$ cat src/rtl/mem_pkg.sv
// mem_pkg: shared types and helpers for the Core-to-block-RAM memory bridge.
//   size_e         - Core access size encoding (00 byte, 01 half, 1x word)
//   bridge_state_e - mem_bridge FSM state encoding (also used on its debug port)
//   size_bytes()   - access size in bytes for a size code
package mem_pkg;

  typedef enum logic [1:0] {
    SZ_BYTE = 2'b00,
    SZ_HALF = 2'b01,
    SZ_WORD = 2'b10
  } size_e;

  typedef enum logic [2:0] {
    ST_IDLE = 3'd0,
    ST_B0   = 3'd1,
    ST_B1   = 3'd2,
    ST_CAP  = 3'd3,
    ST_RESP = 3'd4
  } bridge_state_e;

  // Code 2'b11 is treated as a word, same as the Core's data_size.
  function automatic logic [2:0] size_bytes(input logic [1:0] size);
    case (size)
      SZ_BYTE: return 3'd1;
      SZ_HALF: return 3'd2;
      default: return 3'd4;
    endcase
  endfunction

endpackage

$ cat src/rtl/mem_lane_align.sv
// mem_lane_align: places an LSB-aligned write onto the RAM byte lanes for
// one beat of a (possibly word-crossing) access. Purely combinational.
//   off_i   - byte offset within the first word (addr[1:0])
//   size_i  - access size code
//   wdata_i - LSB-aligned write data
//   beat_i  - 0: first word, 1: second word of a crossing access
//   be_o    - per-lane byte enables for this beat
//   wdata_o - lane-positioned write data for this beat
module mem_lane_align
  import mem_pkg::*;
(
  input  logic [1:0]  off_i,
  input  logic [1:0]  size_i,
  input  logic [31:0] wdata_i,
  input  logic        beat_i,
  output logic [3:0]  be_o,
  output logic [31:0] wdata_o
);

  logic [2:0]  n;
  logic [3:0]  mask;
  logic [7:0]  be_wide;
  logic [63:0] data_wide;

  // Shift the access into an 8-lane (two-word) window; the low half is the
  // first beat and the high half is whatever spilled into the next word.
  always_comb begin
    n = size_bytes(size_i);
    case (n)
      3'd1:    mask = 4'b0001;
      3'd2:    mask = 4'b0011;
      default: mask = 4'b1111;
    endcase
    be_wide   = {4'b0000, mask} << off_i;
    data_wide = {32'd0, wdata_i} << {off_i, 3'b000};
    be_o      = beat_i ? be_wide[7:4] : be_wide[3:0];
    wdata_o   = beat_i ? data_wide[63:32] : data_wide[31:0];
  end

endmodule

$ cat src/rtl/mem_bridge.sv
// mem_bridge: adapts the Core's byte-addressed, variable-size memory port to a
// 32-bit synchronous block RAM with byte enables. Word-crossing accesses are
// split into two RAM beats; read data is returned LSB-aligned, zero-extended.
//   clk, rst_n            - clock, synchronous active-low reset
//   req_valid/req_ready   - request handshake from the Core
//   req_addr/size/we/wdata- request fields, registered on accept
//   rsp_valid/rdata/err   - one-cycle completion pulse with read data / error
//   ram_en/we/addr/wdata  - block RAM port (registered outputs)
//   ram_rdata             - RAM read data, valid the cycle after a read beat
//   dbg_state             - current FSM state, for observation only
//
// Handshake: a request transfers on a rising edge where req_valid and
// req_ready are both 1. req_ready is 1 only in IDLE, so one request is in
// flight at a time; the request inputs are free to change after that edge.
// rsp_valid is high for exactly one cycle per accepted request unless the
// request is aborted by reset.
module mem_bridge
  import mem_pkg::*;
#(
  parameter int RAM_AW = 14
) (
  input  logic              clk,
  input  logic              rst_n,
  input  logic              req_valid,
  output logic              req_ready,
  input  logic [31:0]       req_addr,
  input  logic [1:0]        req_size,
  input  logic              req_we,
  input  logic [31:0]       req_wdata,
  output logic              rsp_valid,
  output logic [31:0]       rsp_rdata,
  output logic              rsp_err,
  output logic              ram_en,
  output logic [3:0]        ram_we,
  output logic [RAM_AW-1:0] ram_addr,
  output logic [31:0]       ram_wdata,
  input  logic [31:0]       ram_rdata,
  output bridge_state_e     dbg_state
);

  localparam logic [30:0] WORDS = 31'd1 << RAM_AW;

  bridge_state_e     state_q;
  logic              rsp_valid_q, rsp_err_q, ram_en_q;
  logic [31:0]       rsp_rdata_q, ram_wdata_q;
  logic [3:0]        ram_we_q;
  logic [RAM_AW-1:0] ram_addr_q, w1_q;
  logic [1:0]        off_q, size_q;
  logic              we_q, span_q;
  logic [31:0]       wdata_q, lo_q;

  // Decode of the live request, used only on the accept edge.
  logic [1:0]  acc_off;
  logic [2:0]  acc_n;
  logic        acc_span, acc_err;
  logic [29:0] acc_w0;
  logic [30:0] acc_w1;

  always_comb begin
    acc_off  = req_addr[1:0];
    acc_n    = size_bytes(req_size);
    acc_span = ({2'b00, acc_off} + {1'b0, acc_n}) > 4'd4;
    acc_w0   = req_addr[31:2];
    // One extra bit so a wrap past the top of the address space still
    // compares as out of range.
    acc_w1   = {1'b0, acc_w0} + 31'd1;
    acc_err  = ({1'b0, acc_w0} >= WORDS) || (acc_span && (acc_w1 >= WORDS));
  end

  // The aligner sees the live request while idle (first beat is launched on
  // the accept edge) and the registered copy afterwards (second beat).
  logic        al_beat;
  logic [1:0]  al_off, al_size;
  logic [31:0] al_wdata_in, al_wdata;
  logic [3:0]  al_be;

  always_comb begin
    al_beat     = (state_q != ST_IDLE);
    al_off      = al_beat ? off_q   : acc_off;
    al_size     = al_beat ? size_q  : req_size;
    al_wdata_in = al_beat ? wdata_q : req_wdata;
  end

  mem_lane_align u_align (
    .off_i   (al_off),
    .size_i  (al_size),
    .wdata_i (al_wdata_in),
    .beat_i  (al_beat),
    .be_o    (al_be),
    .wdata_o (al_wdata)
  );

  // {hi, lo} shifted down by the byte offset, then trimmed to the access size.
  function automatic logic [31:0] assemble(input logic [31:0] hi, input logic [31:0] lo,
                                           input logic [1:0] off, input logic [1:0] size);
    logic [31:0] sh;
    sh = 32'({hi, lo} >> {off, 3'b000});
    case (size_bytes(size))
      3'd1:    return {24'd0, sh[7:0]};
      3'd2:    return {16'd0, sh[15:0]};
      default: return sh;
    endcase
  endfunction

  always_ff @(posedge clk) begin
    if (!rst_n) begin
      state_q     <= ST_IDLE;
      rsp_valid_q <= 1'b0;
      rsp_err_q   <= 1'b0;
      rsp_rdata_q <= '0;
      ram_en_q    <= 1'b0;
      ram_we_q    <= '0;
      ram_addr_q  <= '0;
      ram_wdata_q <= '0;
      off_q       <= '0;
      size_q      <= '0;
      we_q        <= 1'b0;
      span_q      <= 1'b0;
      w1_q        <= '0;
      wdata_q     <= '0;
      lo_q        <= '0;
    end else begin
      case (state_q)
        ST_IDLE: begin
          if (req_valid) begin
            off_q   <= acc_off;
            size_q  <= req_size;
            we_q    <= req_we;
            span_q  <= acc_span;
            wdata_q <= req_wdata;
            w1_q    <= acc_w1[RAM_AW-1:0];
            if (acc_err) begin
              // Rejected before any beat, so nothing is ever written.
              state_q     <= ST_RESP;
              rsp_valid_q <= 1'b1;
              rsp_err_q   <= 1'b1;
              rsp_rdata_q <= '0;
            end else begin
              state_q     <= ST_B0;
              ram_en_q    <= 1'b1;
              ram_addr_q  <= acc_w0[RAM_AW-1:0];
              ram_we_q    <= req_we ? al_be : 4'b0000;
              ram_wdata_q <= req_we ? al_wdata : 32'd0;
            end
          end
        end
        ST_B0: begin
          if (span_q) begin
            state_q     <= ST_B1;
            ram_addr_q  <= w1_q;
            ram_we_q    <= we_q ? al_be : 4'b0000;
            ram_wdata_q <= we_q ? al_wdata : 32'd0;
          end else begin
            ram_en_q    <= 1'b0;
            ram_we_q    <= '0;
            ram_wdata_q <= '0;
            if (we_q) begin
              state_q     <= ST_RESP;
              rsp_valid_q <= 1'b1;
              rsp_err_q   <= 1'b0;
              rsp_rdata_q <= '0;
            end else begin
              state_q <= ST_CAP;
            end
          end
        end
        ST_B1: begin
          ram_en_q    <= 1'b0;
          ram_we_q    <= '0;
          ram_wdata_q <= '0;
          // First-beat read data arrives now.
          lo_q        <= ram_rdata;
          if (we_q) begin
            state_q     <= ST_RESP;
            rsp_valid_q <= 1'b1;
            rsp_err_q   <= 1'b0;
            rsp_rdata_q <= '0;
          end else begin
            state_q <= ST_CAP;
          end
        end
        ST_CAP: begin
          state_q     <= ST_RESP;
          rsp_valid_q <= 1'b1;
          rsp_err_q   <= 1'b0;
          rsp_rdata_q <= span_q ? assemble(ram_rdata, lo_q, off_q, size_q)
                                : assemble(32'd0, ram_rdata, off_q, size_q);
        end
        ST_RESP: begin
          state_q     <= ST_IDLE;
          rsp_valid_q <= 1'b0;
          rsp_err_q   <= 1'b0;
        end
        default: state_q <= ST_IDLE;
      endcase
    end
  end

  assign req_ready = (state_q == ST_IDLE);
  assign rsp_valid = rsp_valid_q;
  assign rsp_rdata = rsp_rdata_q;
  assign rsp_err   = rsp_err_q;
  assign ram_en    = ram_en_q;
  assign ram_we    = ram_we_q;
  assign ram_addr  = ram_addr_q;
  assign ram_wdata = ram_wdata_q;
  assign dbg_state = state_q;

endmodule

$ cat config.mk
export PLATFORM = sky130hd
export DESIGN_NAME = mem_bridge
export DESIGN_NICKNAME = d
export VERILOG_FILES = /design/src/rtl/mem_pkg.sv /design/src/rtl/mem_lane_align.sv /design/src/rtl/mem_bridge.sv
export SDC_FILE = /design/constraint.sdc
export NUM_CORES = 1
export LEC_CHECK = 0
export BUFFER_PORTS_ARGS = -buffer_cell sky130_fd_sc_hd__buf_2
export CORE_MARGIN = 4
export CORE_UTILIZATION = 52
export CTS_BUF_LIST = sky130_fd_sc_hd__clkbuf_8
export DETAILED_ROUTE_END_ITERATION = 8
export GPL_ROUTABILITY_DRIVEN = 1
export GPL_TIMING_DRIVEN = 1
export PLACE_DENSITY = 0.79
export SLEW_MARGIN = 20
export SYNTH_ARGS = -nofsm -noshare
export SYNTH_HDL_FRONTEND = slang
export SYNTH_SLANG_ARGS = --single-unit
$ cat constraint.sdc
create_clock -name clk -period 3.5 [get_ports clk]
set_input_delay 0.7 -clock clk [delete_from_list [all_inputs] [get_ports clk]]
set_output_delay 0.7 -clock clk [all_outputs]
set_load 0.005 [all_outputs]
# Word level (Yosys, flattened, before mapping)
# Index checks and enable logic that the tools add are counted.
[op_classes]
addsub = 2
order_cmp = 3
eq_ne = 16
n_shift = 4
mux = 52
n_reduce_logical = 20
[op_table]
columns = ["op", "count"]
rows = [
  ["two-way mux 32 bit", 12],
  ["one-hot mux 32 bit (2 select lines)", 2],
  ["one-hot mux 32 bit (4 select lines)", 1],
  ["one-hot mux 32 bit (3 select lines)", 1],
  ["left shift 32 x 5 -> 64 bit", 1],
  ["right shift 64 x 5 -> 32 bit", 1],
  ["two-way mux 14 bit", 3],
  ["right shift 32 x 5 -> 32 bit", 1],
  ["adder 30 x 1 -> 31 bit, second input constant", 1],
  [">= comparator 31 x 15 -> 1 bit, second input constant", 1],
  [">= comparator 30 x 15 -> 1 bit, second input constant", 1],
  ["one-hot mux 14 bit (2 select lines)", 1],
  ["two-way mux 4 bit", 6],
  ["AND reduction 4 bit", 5],
  ["two-way mux 3 bit", 6],
  ["one-hot mux 3 bit (2 select lines)", 3],
  ["== test 3 x 2 -> 1 bit, second input constant", 4],
  ["one-hot mux 3 bit (4 select lines)", 1],
  ["one-hot mux 4 bit (3 select lines)", 1],
  ["== test 3 x 1 -> 1 bit, second input constant", 3],
  ["two-way mux 1 bit", 9],
  ["!= test 2 bit, second input constant", 4],
  ["one-hot mux 4 bit (2 select lines)", 1],
  ["nonzero test 4 bit", 2],
  ["other kinds (20)", 26],
]
[word_totals]
regBits = 172
in_bits = 102
word_cells = 112

# Longest topological paths before layout
[depth]
depth_word = 12
ltp_mapped = 15
depth_no_buf = 12

# Hierarchy
# A second synthesis with hierarchy kept.
[unflattened]
cells_unflattened = 1091
area_unflattened_um2 = 9470.3
[modules_own_cells]
columns = ["module", "n_inst", "cells_per_inst", "area_per_inst_um2", "seq_area_each_um2"]
rows = [
  ["mem_bridge", 1, 996, 8695.8, 3443.3],
  ["mem_lane_align", 1, 95, 774.5, 0.0],
]

# Worst setup path before layout
# OpenSTA, ideal clock, no wires.
[synth_timing]
path_kind = "input-to-reg"
from = "input req_addr[1]"
to = "register ram_en_q, in the netlist ram_en"
t_arrival_ns = 3.269
path_slack_ns = 0.115
cell_stages = 12
n_path_buf = 2
cell_sequence = "clkbuf_1 > clkinv_1 > fa_1 > nand2b_1 > a221o_1 > a22o_1 > nor2_1 > a21boi_0 > a221oi_2 > buf_4 > a21oi_1 > a31o_2"
[synth_via]
elab_chain_len = 6
[synth_rtl]
columns = ["item", "line_no", "source"]
rows = [
  ["start, declared", "mem_bridge.sv:26", "input logic [31:0] req_addr,"],
  ["adder 2 x 3 -> 4 bit", "mem_bridge.sv:62", "acc_span = ({2'b00, acc_off} + {1'b0, acc_n}) > 4'd4;"],
  ["greater-than comparator 4 x 3 -> 1 bit", "mem_bridge.sv:62", ""],
  ["logical AND 1 bit", "mem_bridge.sv:67", "acc_err = ({1'b0, acc_w0} >= WORDS) || (acc_span && (acc_w1 >= WORDS));"],
  ["logical OR 1 bit", "mem_bridge.sv:67", ""],
  ["!= test 2 bit (no source line)", "--", ""],
  ["AND reduction 4 bit (no source line)", "--", ""],
  ["end signal, assigned", "mem_bridge.sv:111", "ram_en_q <= 1'b0;"],
  ["end signal, assigned", "mem_bridge.sv:140", "ram_en_q <= 1'b1;"],
  ["end signal, assigned", "mem_bridge.sv:154", "ram_en_q <= 1'b0;"],
  ["end, declared", "mem_bridge.sv:44", "logic rsp_valid_q, rsp_err_q, ram_en_q;"],
]
# Every way passes these cells.
# A chain may end at the register's enable or synchronous reset.

# Final worst setup path
[layout_timing]
from = "input req_size[0]"
to = "register ram_wdata_q[26], in the netlist ram_wdata[26]"
[layout_via]
elab_chain_len = 8
word_cells_on_any_way = 9
[layout_rtl]
columns = ["item", "line_no", "source"]
rows = [
  ["start, declared", "mem_bridge.sv:27", "input logic [1:0] req_size,"],
  ["== test 2 x 1 -> 1 bit or logical NOT 2 bit (tied branches)", "mem_pkg.sv:23", "case (size)"],
  ["one-hot mux 3 bit (2 select lines) *", "mem_pkg.sv:23", ""],
  ["adder 2 x 3 -> 4 bit *", "mem_bridge.sv:62", ""],
  ["greater-than comparator 4 x 3 -> 1 bit *", "mem_bridge.sv:62", ""],
  ["logical AND 1 bit *", "mem_bridge.sv:67", ""],
  ["logical OR 1 bit *", "mem_bridge.sv:67", ""],
  ["!= test 2 bit (no source line) *", "--", ""],
  ["AND reduction 3 bit (no source line) *", "--", ""],
  ["end signal, assigned", "mem_bridge.sv:143", "ram_wdata_q <= req_we ? al_wdata : 32'd0;"],
  ["end signal, assigned", "mem_bridge.sv:152", "ram_wdata_q <= we_q ? al_wdata : 32'd0;"],
  ["end, declared", "mem_bridge.sv:45", "logic [31:0] rsp_rdata_q, ram_wdata_q;"],
]
# Every way passes the cells marked *; elsewhere a longest branch is shown, timed or not.

==> impl_metrics.toml <==
[clocking]
clock-sinks = 164
cts.reportedPaths.clkPinSlew_ns = 0.09
post_cts.resized_instances = 0
cts_max_level = 4
clock_latency_ns = 0.45
numCtsBuffers = 17
postCtsSetupBuffers = 0
holdBufCountCts = 0
cts_tree = "done"
cts_buffer_depth = 2
ctsRootBufferMaster = "clkbuf_8"

[synthesis]
yosysTopAreaCellShare_pct = 34.9
yosys_register_bits = 164
netlist_area_um2 = 9400
synth_top_area_cell = "dfxtp_1"
synth_enable_flop_cells = 0
yosysSeqAreaShare_pct = 34.9
synth_area_leaders = "dfxtp_1, mux2i_1, nand2_1, a21boi_0, nand3_1"
synth.avg_cell_area_um2 = 8.31
synthArstFlopShare_pct = 0
synth_nets = 1238
netlist_instances = 1131
synth_ff_type = "dfxtp_1"
yosys_warnings = 0
yosysUniqueCellTypes = 63

[floorplan]
pin_count = 191
num_rows = 48
die_height_um = 142
fp.dieW_um = 142
start_util_pct = 53.8
coreArea_um2 = 17500
dieArea_um2 = 20300

[critical_path]
cp-start-kind = "primary input"
cpMaxStageDelayCell = "fa_1"
worstPathMaxFanout = 30
path_class = "in -> reg"
cp_slowest_stage_delay_ns = 0.47
cp-end-kind = "flip-flop"
crit_chain = "buf_2 > nor2_1 > ha_1 > inv_1 > fa_1 > nand2b_1 > a221o_1 > a22o_1 > nor2_1 > a21boi_0 > a221oi_4 > buf_12 > buf_12 > nand3_1 > o21ai_0"
cp.arrival_ns = 3.51
required_ns = 3.88

[sta]
fin_crit_sh_pct = 89.5
worstMarginPinSlew_ns = 0.918
finalHoldViolCount = 0
fin_skew_ns = 0.0165
max-slew-margin-rel_pct = 38.4
final.min_clock_period_ns = 3.13
slew_viol_final = 0
hold_ws_ns = 0.453
fmaxAchievable_mhz = 319
setup_viol = 0
rsz0062_at_grt = "false"

[placement]
dp_hpwl_um = 19800
port_buffers = 190
gp_congestion = 0.959

[routing]
first_pass_iters = 5
ant_nets = 0
drc_errors = 0
avgRoutedWirePerCell_um = 17.9
wl_um = 27300
first_iter_violations = 764
via_per_inst = 5.97
vias = 9086

[finish]
area_growth_pct = 18.1
antenna_cells = 0
final_cell_mix = "nand2_1, buf_2, dfxtp_1"
final_common_cell = "nand2_1"
nNetsFinal = 1392
drive_gt1_share_pct = 23.9

[power]
power_mw = 4.15
power_density_nw_per_um2 = 373
p_leak_nw = 4.62
ir_drop_mv = 0.314

[worst_hold_path]
min_path_type = "reg -> reg"

[job]
maxCapViolations = 0

[global_routing]
grt_pass1_wl_um = 43300
grt_usage_pct = 26.1
antenna_found_initial = 2
grt_max_degree = 65
grt_pass1_vias = 8285
overflow = 0

[status]
outcome = "completed"
==> metal layers <==
metal	wire (um)	GRT usage [%]
met5	27	0
met4	563	6.85
met3	2210	6.69
met2	12200	39.3
met1	12300	37.3
==> metrics by stage <==
step | worst slack, ns | instance area (um2) | instances | setup TNS [ns] | util, %
after floorplan | 0.115 | 9400 | 1131 | 0 | -
after CTS | 0.408 | 11100 | 1523 | 0 | 63.5
after detailed placement | -0.0627 | 10700 | 1491 | -1.24 | 61.0
after global routing | 0.183 | 11100 | 1523 | 0 | 63.5
after global placement | 0.0636 | 10700 | 1491 | 0 | 61.0
final | 0.369 | 11100 | 1523 | 0 | 63.5
==> flip-flops by register name, summed over array words and instances (netlist names) <==
register	cells
size_q	2
ram_wdata	32
ram_we	4
rsp_rdata	32
we_q	1
ram_addr	14
rsp_valid	1
ram_en	1
dbg_state	3
lo_q	32
span_q	1
off_q	2
w1_q	14
rsp_err	1
wdata_q	24
==> worst max-delay path: cells and delay by family <==
| kind | cells | cell delay, ns |
|---|---|---|
| compound gates | 5 | 1.20 |
| fa+ha+maj | 2 | 0.64 |
| buf+inv | 4 | 0.55 |
| simple gates | 4 | 0.39 |
==> worst paths after layout <==
check,slack (ns),end,cells after the start,start
worst min register to register,0.45,ram_wdata[23]$_SDFFE_PN0P_,2,ram_wdata[23]$_SDFFE_PN0P_
worst max register to register,0.67,ram_wdata[5]$_SDFFE_PN0P_,10,dbg_state[0]$_SDFFE_PN0N_
worst max-delay path,0.37,ram_wdata[26]$_SDFFE_PN0P_,15,req_size[0]
worst min-delay path,0.45,ram_wdata[23]$_SDFFE_PN0P_,2,ram_wdata[23]$_SDFFE_PN0P_
==> cell usage after synthesis, types with 4 or more instances <==
master       n
a211oi_1     5
a21boi_0    66
a21oi_1     25
a22oi_1     16
a31oi_1      8
and2_1       4
buf_1       14
buf_2        6
buf_4        6
clkbuf_1    66
dfxtp_1    164
ha_1         4
inv_1       14
mux2_2      18
mux2i_1     96
mux4_2      14
nand2_1    242
nand2b_1     4
nand3_1     64
nand4_1     11
nor2_1      26
nor2b_1      4
nor3_1      19
nor3b_1      8
nor4_1       5
o211a_1     27
o211ai_1    24
o21a_1       4
o21ai_0     60
o21ai_1      8
o22ai_1      9
o2bb2ai_1   32
xnor2_1      7
xor2_1       6
==> final cells by class <==
cell class	instances	area, um2
well taps	225	282
fillers	1550	6370
clock inverters	15	216
flip-flops and latches	164	3290
multi-input cells	853	5670
inverters	17	63.8
repair buffers	232	1360
clock buffers	17	234
==> power breakdown <==
part / leakage, nW / total, mW / switching (mW) / internal, mW
registers: 1.33 / 1.94 / 0.0419 / 1.90
logic: 3.06 / 0.657 / 0.380 / 0.277
clock network: 0.227 / 1.55 / 0.748 / 0.799
==> kinds of logic (layout without fill, tap and decap cells) <==
family / count (synthesis) / in the layout / share of synthesized area [%]
buf+inv: 114 / 281 / 5.14
xor+xnor: 13 / 13 / 1.21
fa+ha+maj: 5 / 5 / 0.745
simple gates: 399 / 399 / 18.8
mux: 128 / 128 / 15.7
flops: 164 / 164 / 34.9
compound gates: 308 / 308 / 23.4
No activity file was read; power rests on OpenSTA's default activity.
